## config.mk

```make
export PLATFORM = sky130hd
export DESIGN_NAME = im_loader
export DESIGN_NICKNAME = d
export VERILOG_FILES = /design/src/rtl/im_loader.sv
export SDC_FILE = /design/constraint.sdc
export NUM_CORES = 1
export LEC_CHECK = 0
export CAP_MARGIN = 40
export CORE_MARGIN = 5
export CORE_UTILIZATION = 40
export CTS_BUF_LIST = sky130_fd_sc_hd__clkbuf_8
export DETAILED_ROUTE_END_ITERATION = 12
export GPL_TIMING_DRIVEN = 0
export HOLD_SLACK_MARGIN = 0.08
export PLACE_DENSITY = 0.7
export SYNTH_ARGS = -nofsm -noshare
export SYNTH_HDL_FRONTEND = slang
export SYNTH_SLANG_ARGS = --single-unit
```

## constraint.sdc

```tcl
create_clock -name clk -period 5 [get_ports clk]
set_input_delay 0.75 -clock clk [delete_from_list [all_inputs] [get_ports clk]]
set_output_delay 0.75 -clock clk [all_outputs]
set_load 0.05 [all_outputs]
```

## src/rtl/im_loader.sv

```systemverilog
// Byte-stream loader for the big-endian IM: 1 clk accept->write latency, 1 byte/clk peak.
// Valid/ready input, ready only while loading; hold gates fetch until the last byte commits.
module im_loader #(
    parameter int MEM_BYTES = 1024,
    parameter int CNT_W     = 9
) (
    input  logic             clk,
    input  logic             rst,
    input  logic             start,
    input  logic [31:0]      base_addr,
    input  logic [CNT_W-1:0] word_count,
    input  logic             in_valid,
    input  logic [7:0]       in_data,
    output logic             in_ready,
    output logic             we,
    output logic [31:0]      waddr,
    output logic [7:0]       wdata,
    output logic             hold,
    output logic             done,
    output logic             err
);

    localparam logic [1:0] IDLE = 2'd0;
    localparam logic [1:0] LOAD = 2'd1;
    localparam logic [1:0] FIN  = 2'd2;
    localparam logic [1:0] ERR  = 2'd3;

    localparam logic [32:0]      MEM_LIMIT = 33'(MEM_BYTES);
    localparam logic [CNT_W+1:0] REM_ONE   = (CNT_W+2)'(1);

    logic [1:0]       state;
    logic [1:0]       state_nxt;
    logic [31:0]      addr;
    logic [CNT_W+1:0] remaining;
    logic [32:0]      end_addr;
    logic             bad_req;
    logic             accept;

    assign in_ready = (state == LOAD);
    assign accept   = in_valid && in_ready;

    // One bit wider than the address so a base near 4 GiB cannot wrap past the check.
    assign end_addr = {1'b0, base_addr} + {{(31-CNT_W){1'b0}}, word_count, 2'b00};
    assign bad_req  = (base_addr[1:0] != 2'b00) || (end_addr > MEM_LIMIT);

    always_comb begin
        state_nxt = state;
        case (state)
            IDLE: begin
                if (start) begin
                    if (bad_req)
                        state_nxt = ERR;
                    else if (word_count == '0)
                        state_nxt = FIN;
                    else
                        state_nxt = LOAD;
                end
            end
            LOAD: begin
                if (accept && (remaining == REM_ONE))
                    state_nxt = FIN;
            end
            FIN:     state_nxt = IDLE;
            ERR:     state_nxt = IDLE;
            default: state_nxt = IDLE;
        endcase
    end

    always_ff @(posedge clk or posedge rst) begin
        if (rst) begin
            state     <= IDLE;
            addr      <= '0;
            remaining <= '0;
        end else begin
            state <= state_nxt;
            if ((state == IDLE) && start && !bad_req && (word_count != '0)) begin
                addr      <= base_addr;
                remaining <= {word_count, 2'b00};
            end else if (accept) begin
                addr      <= addr + 32'd1;
                remaining <= remaining - REM_ONE;
            end
        end
    end

    // Outputs are registered off the next state so hold/done line up with the FIN write.
    always_ff @(posedge clk or posedge rst) begin
        if (rst) begin
            we    <= 1'b0;
            waddr <= '0;
            wdata <= '0;
            hold  <= 1'b0;
            done  <= 1'b0;
            err   <= 1'b0;
        end else begin
            we   <= accept;
            hold <= (state_nxt == LOAD) || (state_nxt == FIN);
            done <= (state_nxt == FIN) || (state_nxt == ERR);
            err  <= (state_nxt == ERR);
            if (accept) begin
                waddr <= addr;
                wdata <= in_data;
            end
        end
    end

endmodule

```

==> impl_metrics.py, run 1 <==
metrics = {
    "global_route": {
        "grt-ovfl-total": 0,
        "gr-usage-all-layers_pct": 18.54,
        "antenna_found_initial": 0,
        "grt_start_max_net_pins": 49,
        "grt_pass1_vias": 4909,
        "grt_pass1_wl_um": 24090,
    },
    "placed_design": {
        "pre_cts_slack_ns": 0.2248,
        "port_buffers": 90,
        "place_congestion": 0.8948,
        "post-dp-hpwl_um": 11220,
    },
    "critical_path": {
        "start_kind": "primary input",
        "path_class": "primary input to flip-flop",
        "regToRegStartpoint": "addr[0]",
        "worstPathArrival_ns": 4.61,
        "worst_path_dominant_cell_family": "compound AO/OA/AOI/OAI gates",
        "cp_slowest_cell": "clkdlybuf4s50_1",
        "required_ns": 5.24,
        "crit_path_cell_trace": "clkdlybuf4s50_1, ha_1, fa_1, a211oi_1, nor3_2, nor2_1, o21ai_0, a2111oi_4, o211ai_2, nor4b_1, o21ai_0, ha_1, o21bai_1",
        "r2r-end": "addr[30]",
        "path_buf_inv": 1,
        "ff2ff_setup_slack_ns": 2.06,
        "endpoint_kind": "flip-flop",
        "startpoint": "base_addr[2]",
        "cp_max_fo": 6,
        "r2r_cells": 8,
        "slowest_delay_ns": 0.47,
    },
    "clock_tree": {
        "cts-root-buf": "clkbuf_8",
        "worstSkewPairLatency_ns": 0.37,
        "clock-sinks": 89,
        "hold_buffers": 0,
        "cts_buffers": 9,
        "post_cts_buffers": 0,
        "clkTransAtPathRegs_ns": 0.08,
        "cts_tree": "done",
        "clk_path_buf_depth": 2,
        "htreeDepth": 3,
        "cts_resized": 0,
    },
    "hold_path": {
        "hp-start": "waddr[0]",
        "holdPathEnd": "waddr[0]",
        "holdPathStages": 2,
        "hold_class": "flip-flop to flip-flop",
    },
    "routing": {
        "wl_um": 14300,
        "drt-initial-drc-count": 285,
        "drc": 0,
        "vias_per_cell": 5.527,
        "ant_nets": 0,
        "wl_per_cell_um": 16.06,
        "vias": 4919,
        "firstDrtPassIters": 5,
    },
    "floorplanning": {
        "die_h_um": 124.9,
        "dieWidth_um": 124.9,
        "initial_core_util_pct": 40.32,
        "die_area_mm2": 0.01559,
        "ioPinCount": 98,
        "core_mm2": 0.01309,
        "rows": 42,
    },
    "run": {
        "maxCapViolCount": 0,
    },
    "yosys": {
        "synth_nets": 674,
        "yosysUniqueCellTypes": 64,
        "async_reset_ff_share_pct": 100.0,
        "synth-seq-cells": 89,
        "synthesis.area_mm2": 0.005276,
        "yosysSeqAreaShare_pct": 42.21,
        "synth-main-ff-cell": "dfrtp_1",
        "avgSynthCellArea_um2": 8.692,
        "synth_edf_count": 0,
        "yosysWarnings": 0,
        "syn_inst": 607,
    },
    "timing": {
        "rsz0062_at_grt": "no",
        "hold_viol_final": 0,
        "min_period_over_period_pct": 87.31,
        "setup_slack_ns": 0.6344,
        "max_freq_mhz": 229.1,
        "drv_slew": 0,
        "period_minus_slack_ns": 4.366,
        "slew_headroom_pct": 41.74,
        "worst_pin_slew_ns": 0.8659,
        "finalSetupTns_ns": 0,
        "finalSetupViolations": 0,
        "skew_ns": 0.005953,
    },
    "outcome": {
        "outcome": "finished, final reports clean",
    },
    "power": {
        "power_leakage_uw": 0.002816,
        "irDropWorstVdd_uv": 153.1,
        "powerDensity_mw_per_mm2": 403.0,
    },
    "finish": {
        "drive_gt1_share_pct": 6.583,
        "syn_to_final_growth_pct": 25.54,
        "final_nets": 776,
        "diodes": 0,
    },
}
## metrics by stage
| stage | hold WS (ns) | cell area, um2 | utilization (%) | power [uW] | instances |
|---|---|---|---|---|---|
| 2_1_floorplan | 0.4531 | 5276 | - | 1796 | 607 |
| 3_3_place_gp | 0.4576 | 6397 | 48.89 | 2165 | 873 |
| 3_5_place_dp | 0.4630 | 6427 | 49.12 | 2198 | 874 |
| 4_1_cts | 0.4841 | 6624 | 50.62 | 2697 | 890 |
| 5_1_grt | 0.5033 | 6624 | 50.62 | 2834 | 890 |
| 6_report | 0.4773 | 6624 | 50.62 | 2669 | 890 |
## layout by cell type, fill, tap and decap left out, types with 3 or more instances in the layout
cell type	netlist	routed
nand2_1	141	141
clkdlybuf4s50_1	0	90
dfrtp_1	89	89
nor2_1	38	38
o21ai_0	32	32
nand3_1	31	31
inv_1	24	24
nand4_1	20	20
clkbuf_1	19	19
mux2_1	17	17
xnor2_1	16	16
ha_1	13	13
a21oi_1	12	12
nor3_1	11	11
nor4_1	10	10
clkbuf_8	0	10
a211oi_1	9	9
xor2_1	9	9
or2_2	8	8
o211ai_1	7	7
buf_2	6	6
a31oi_1	6	6
o21ai_1	5	5
o41ai_1	5	5
or3_1	5	5
a41oi_1	4	4
or4_1	4	4
and4_1	4	4
mux2i_1	4	4
nor3b_1	3	3
o221ai_1	3	3
nor4b_1	3	3
nand2b_1	3	3
## cells by family (layout without fill, tap and decap cells)
group	Yosys count	count (layout)	synth area share, %
adders and majority gates	14	14	3.462
AOI/OAI and AO/OA	109	109	14.56
xor gates and xnor gates	25	25	4.150
DFF	89	89	42.21
buffers and inverters	53	160	4.197
and+or+nand+nor	294	294	26.61
muxes	23	23	4.814
## layout make-up
class                   count  area [um2]
fillers                  1241        6461
clock inverters             6       58.81
repair buffers             91       928.4
flip-flops and latches     89        2227
clock buffers              10       137.6
plain buffers              28       127.6
well taps                 176       220.2
inverters                  25       96.34
multi-input cells         465        2828
## where the power goes
group,internal (uW),total (uW),switching [uW]
registers,902,1040,136
logic,396,1140,746
clock network,241,490,249
## routing by layer
| layer | routed length, um | GRT usage (%) | up-vias |
|---|---|---|---|
| li1 | - | - | 2363 |
| met1 | 6237 | 23.15 | 2390 |
| met2 | 7019 | 31.87 | 138 |
| met3 | 669 | 3.473 | 28 |
| met4 | 369 | 7.015 | 0 |
| met5 | 0 | 0 | - |
## sequential cells by signal, summed over array words and instances (netlist names)
signal and count:
wdata 8, done 1, waddr 32, addr 32, remaining 11, err 1
hold 1, we 1, state 2
## worst reg2reg max path, stage by stage (launching register included)
cell and delay, ns:
dfrtp_1 0.44, ha_1 0.19, nand3_1 0.17, nor4_1 0.80, nand3_1 0.39, nor2_1 0.28
nand4_1 0.18, or3_1 0.34, o21ai_0 0.07
## cells in the mapped netlist, drive strengths merged, types with 3 or more instances
library cell,count,area [um2]
a211oi,10,80.07
a21oi,13,68.82
a31oi,6,37.54
a41oi,4,35.03
and4,4,35.03
buf,9,56.30
clkbuf,19,71.32
dfrtp,89,2227
ha,13,162.7
inv,24,90.09
mux2,19,214.0
mux2i,4,40.04
nand2,141,529.3
nand2b,3,18.77
nand3,32,165.2
nand4,21,146.4
nor2,38,142.6
nor3,13,81.33
nor3b,3,22.52
nor4,10,62.56
nor4b,3,26.28
o2111ai,3,32.53
o211ai,9,77.57
o21ai,37,185.2
o221ai,3,26.28
o31ai,3,27.52
o41ai,5,43.79
or2,8,50.05
or3,5,31.28
or4,4,30.03
xnor2,16,140.1
xor2,9,78.83
## worst max-delay path by stage
stage                      end  slack (ns)  cells after the start
after floorplan           hold        1.33                     12
after global placement    hold        0.28                     13
after detailed placement  done        0.22                     13
after CTS                 done        0.63                     13
after global routing      done        0.32                     13
final                     done        0.63                     13
No activity file was read; power rests on OpenSTA's default activity.
==> run 2, diff against run 1 <==
PLACE_DENSITY = 0.67   (was 0.7)
==> impl_metrics.py, run 2 (synthesis gave the netlist of run 1 again) <==
metrics = {
    "placed_design": {
        "place_congestion": 0.8889,
        "port_buffers": 90,
        "post-dp-hpwl_um": 11320,
    },
    "finish": {
        "syn_to_final_growth_pct": 25.75,
        "final_cell_mix": "141 x nand2_1, 90 x clkdlybuf4s50_1, 89 x dfrtp_1",
        "diodes": 0,
        "top_regs": "addr: 32 flops, waddr: 32 flops, remaining: 11 flops",
        "fillers": 1249,
        "drive_gt1_share_pct": 6.443,
        "final_common_cell": "nand2_1",
        "final_nets": 776,
    },
    "routing": {
        "wl_um": 14460,
        "vias": 4923,
        "wl_per_cell_um": 16.25,
        "top_layer": "met4",
        "wl_met2_um": 7248,
        "vias_per_cell": 5.531,
        "drc": 0,
        "firstDrtPassIters": 5,
        "drt-initial-drc-count": 325,
        "ant_nets": 0,
        "drt-met1-wl_um": 6219,
        "wl_met3_um": 779,
    },
    "global_route": {
        "grt_start_max_net_pins": 54,
        "grt_pass1_wl_um": 23720,
        "grt_pass1_vias": 4915,
        "grt-ovfl-total": 0,
        "antenna_found_initial": 0,
        "gr-usage-all-layers_pct": 18.34,
    },
    "timing": {
        "finalSetupViolations": 0,
        "max_freq_mhz": 228.9,
        "finalHoldWorstSlack_ns": 0.4739,
        "rsz0062_at_grt": "no",
        "min_period_over_period_pct": 87.38,
        "slew_headroom_pct": 45.64,
        "finalSetupTns_ns": 0,
        "hold_viol_final": 0,
        "period_minus_slack_ns": 4.369,
        "worst_pin_slew_ns": 0.8079,
        "drv_slew": 0,
        "skew_ns": 0.005766,
    },
    "power": {
        "powerDensity_mw_per_mm2": 406.0,
        "irDropWorstVdd_uv": 128.4,
        "power_leakage_uw": 0.002831,
    },
    "clock_tree": {
        "hold_buffers": 0,
        "clkTransAtPathRegs_ns": 0.08,
        "cts_tree": "done",
        "post_cts_buffers": 0,
        "htreeDepth": 3,
        "worstSkewPairLatency_ns": 0.37,
        "cts_buffers": 9,
        "cts_resized": 0,
        "cts-root-buf": "clkbuf_8",
        "clock-sinks": 89,
        "clk_path_buf_depth": 2,
    },
    "floorplanning": {
        "ioPinCount": 98,
        "initial_core_util_pct": 40.32,
        "rows": 42,
        "die_area_mm2": 0.01559,
        "dieWidth_um": 124.9,
        "die_h_um": 124.9,
        "core_mm2": 0.01309,
    },
    "critical_path": {
        "start_kind": "primary input",
        "required_ns": 5.24,
        "cp_max_fo": 5,
        "endpoint_kind": "flip-flop",
        "path_class": "primary input to flip-flop",
        "worstPathArrival_ns": 4.61,
    },
    "outcome": {
        "outcome": "finished, final reports clean",
    },
    "hold_path": {
        "hold_class": "flip-flop to flip-flop",
    },
    "run": {
        "maxCapViolCount": 0,
    },
}
run 2: changes by cell type in the layout (fill, tap and decap cells not counted), sizes merged:
cell,delta
clkinv,-1
clkbuf,+2
clkinvlp,-2
inv,+1
run 2: final timing paths:
check,slack (ns),endpoint,from,depth (start not counted)
max,0.63,done,base_addr[2],13
min,0.47,waddr[19],waddr[19],2
max reg2reg,2.13,addr[30],addr[0],8
min reg2reg,0.47,waddr[19],waddr[19],2
max in group asynchronous,3.62,waddr[14],rst,3
min in group asynchronous,0.76,wdata[6],rst,2
run 2: worst max-delay path: stages:
cell             delay, ns
clkdlybuf4s50_1       0.47
ha_1                  0.27
fa_1                  0.43
a211oi_1              0.42
o21ai_1               0.19
xnor2_1               0.17
o21ai_0               0.10
o41ai_1               0.54
o2111ai_2             0.35
nor4b_1               0.38
o21ai_0               0.16
ha_1                  0.21
o21bai_1              0.15
run 2: final cells by class:
type	instances	area, um2	area share, %
Multi-Input combinational cell	465	2828	42.62
Sequential cell	89	2227	33.57
Timing Repair Buffer	91	928.4	13.99
Tap cell	176	220.2	3.319
Clock buffer	12	165.2	2.489
Buffer	28	127.6	1.923
Inverter	25	96.34	1.452
Clock inverter	4	42.54	0.6411
run 2: power breakdown:
part           internal [uW]  switching, uW  total (uW)
Clock                    268            245         513
Combinational            395            750        1150
Sequential               902            134        1040
run 2: metrics by stage:
step | setup slack, ns | std cells | power [uW] | utilization, % | area, um2
5_1_grt | 0.3985 | 890 | 2858 | 50.71 | 6635
3_3_place_gp | 0.1935 | 873 | 2177 | 48.89 | 6397
3_5_place_dp | 0.1763 | 874 | 2205 | 49.12 | 6427
2_1_floorplan | 1.330 | 607 | 1796 | - | 5276
6_report | 0.6308 | 890 | 2694 | 50.71 | 6635
4_1_cts | 0.5600 | 890 | 2716 | 50.71 | 6635
run 2: per-layer routing:
| layer | vias to the layer above | global-route usage, % |
|---|---|---|
| met5 | - | 0 |
| met4 | 0 | 5.548 |
| met3 | 22 | 3.988 |
| met2 | 163 | 32.63 |
| met1 | 2367 | 22.21 |
| li1 | 2371 | - |
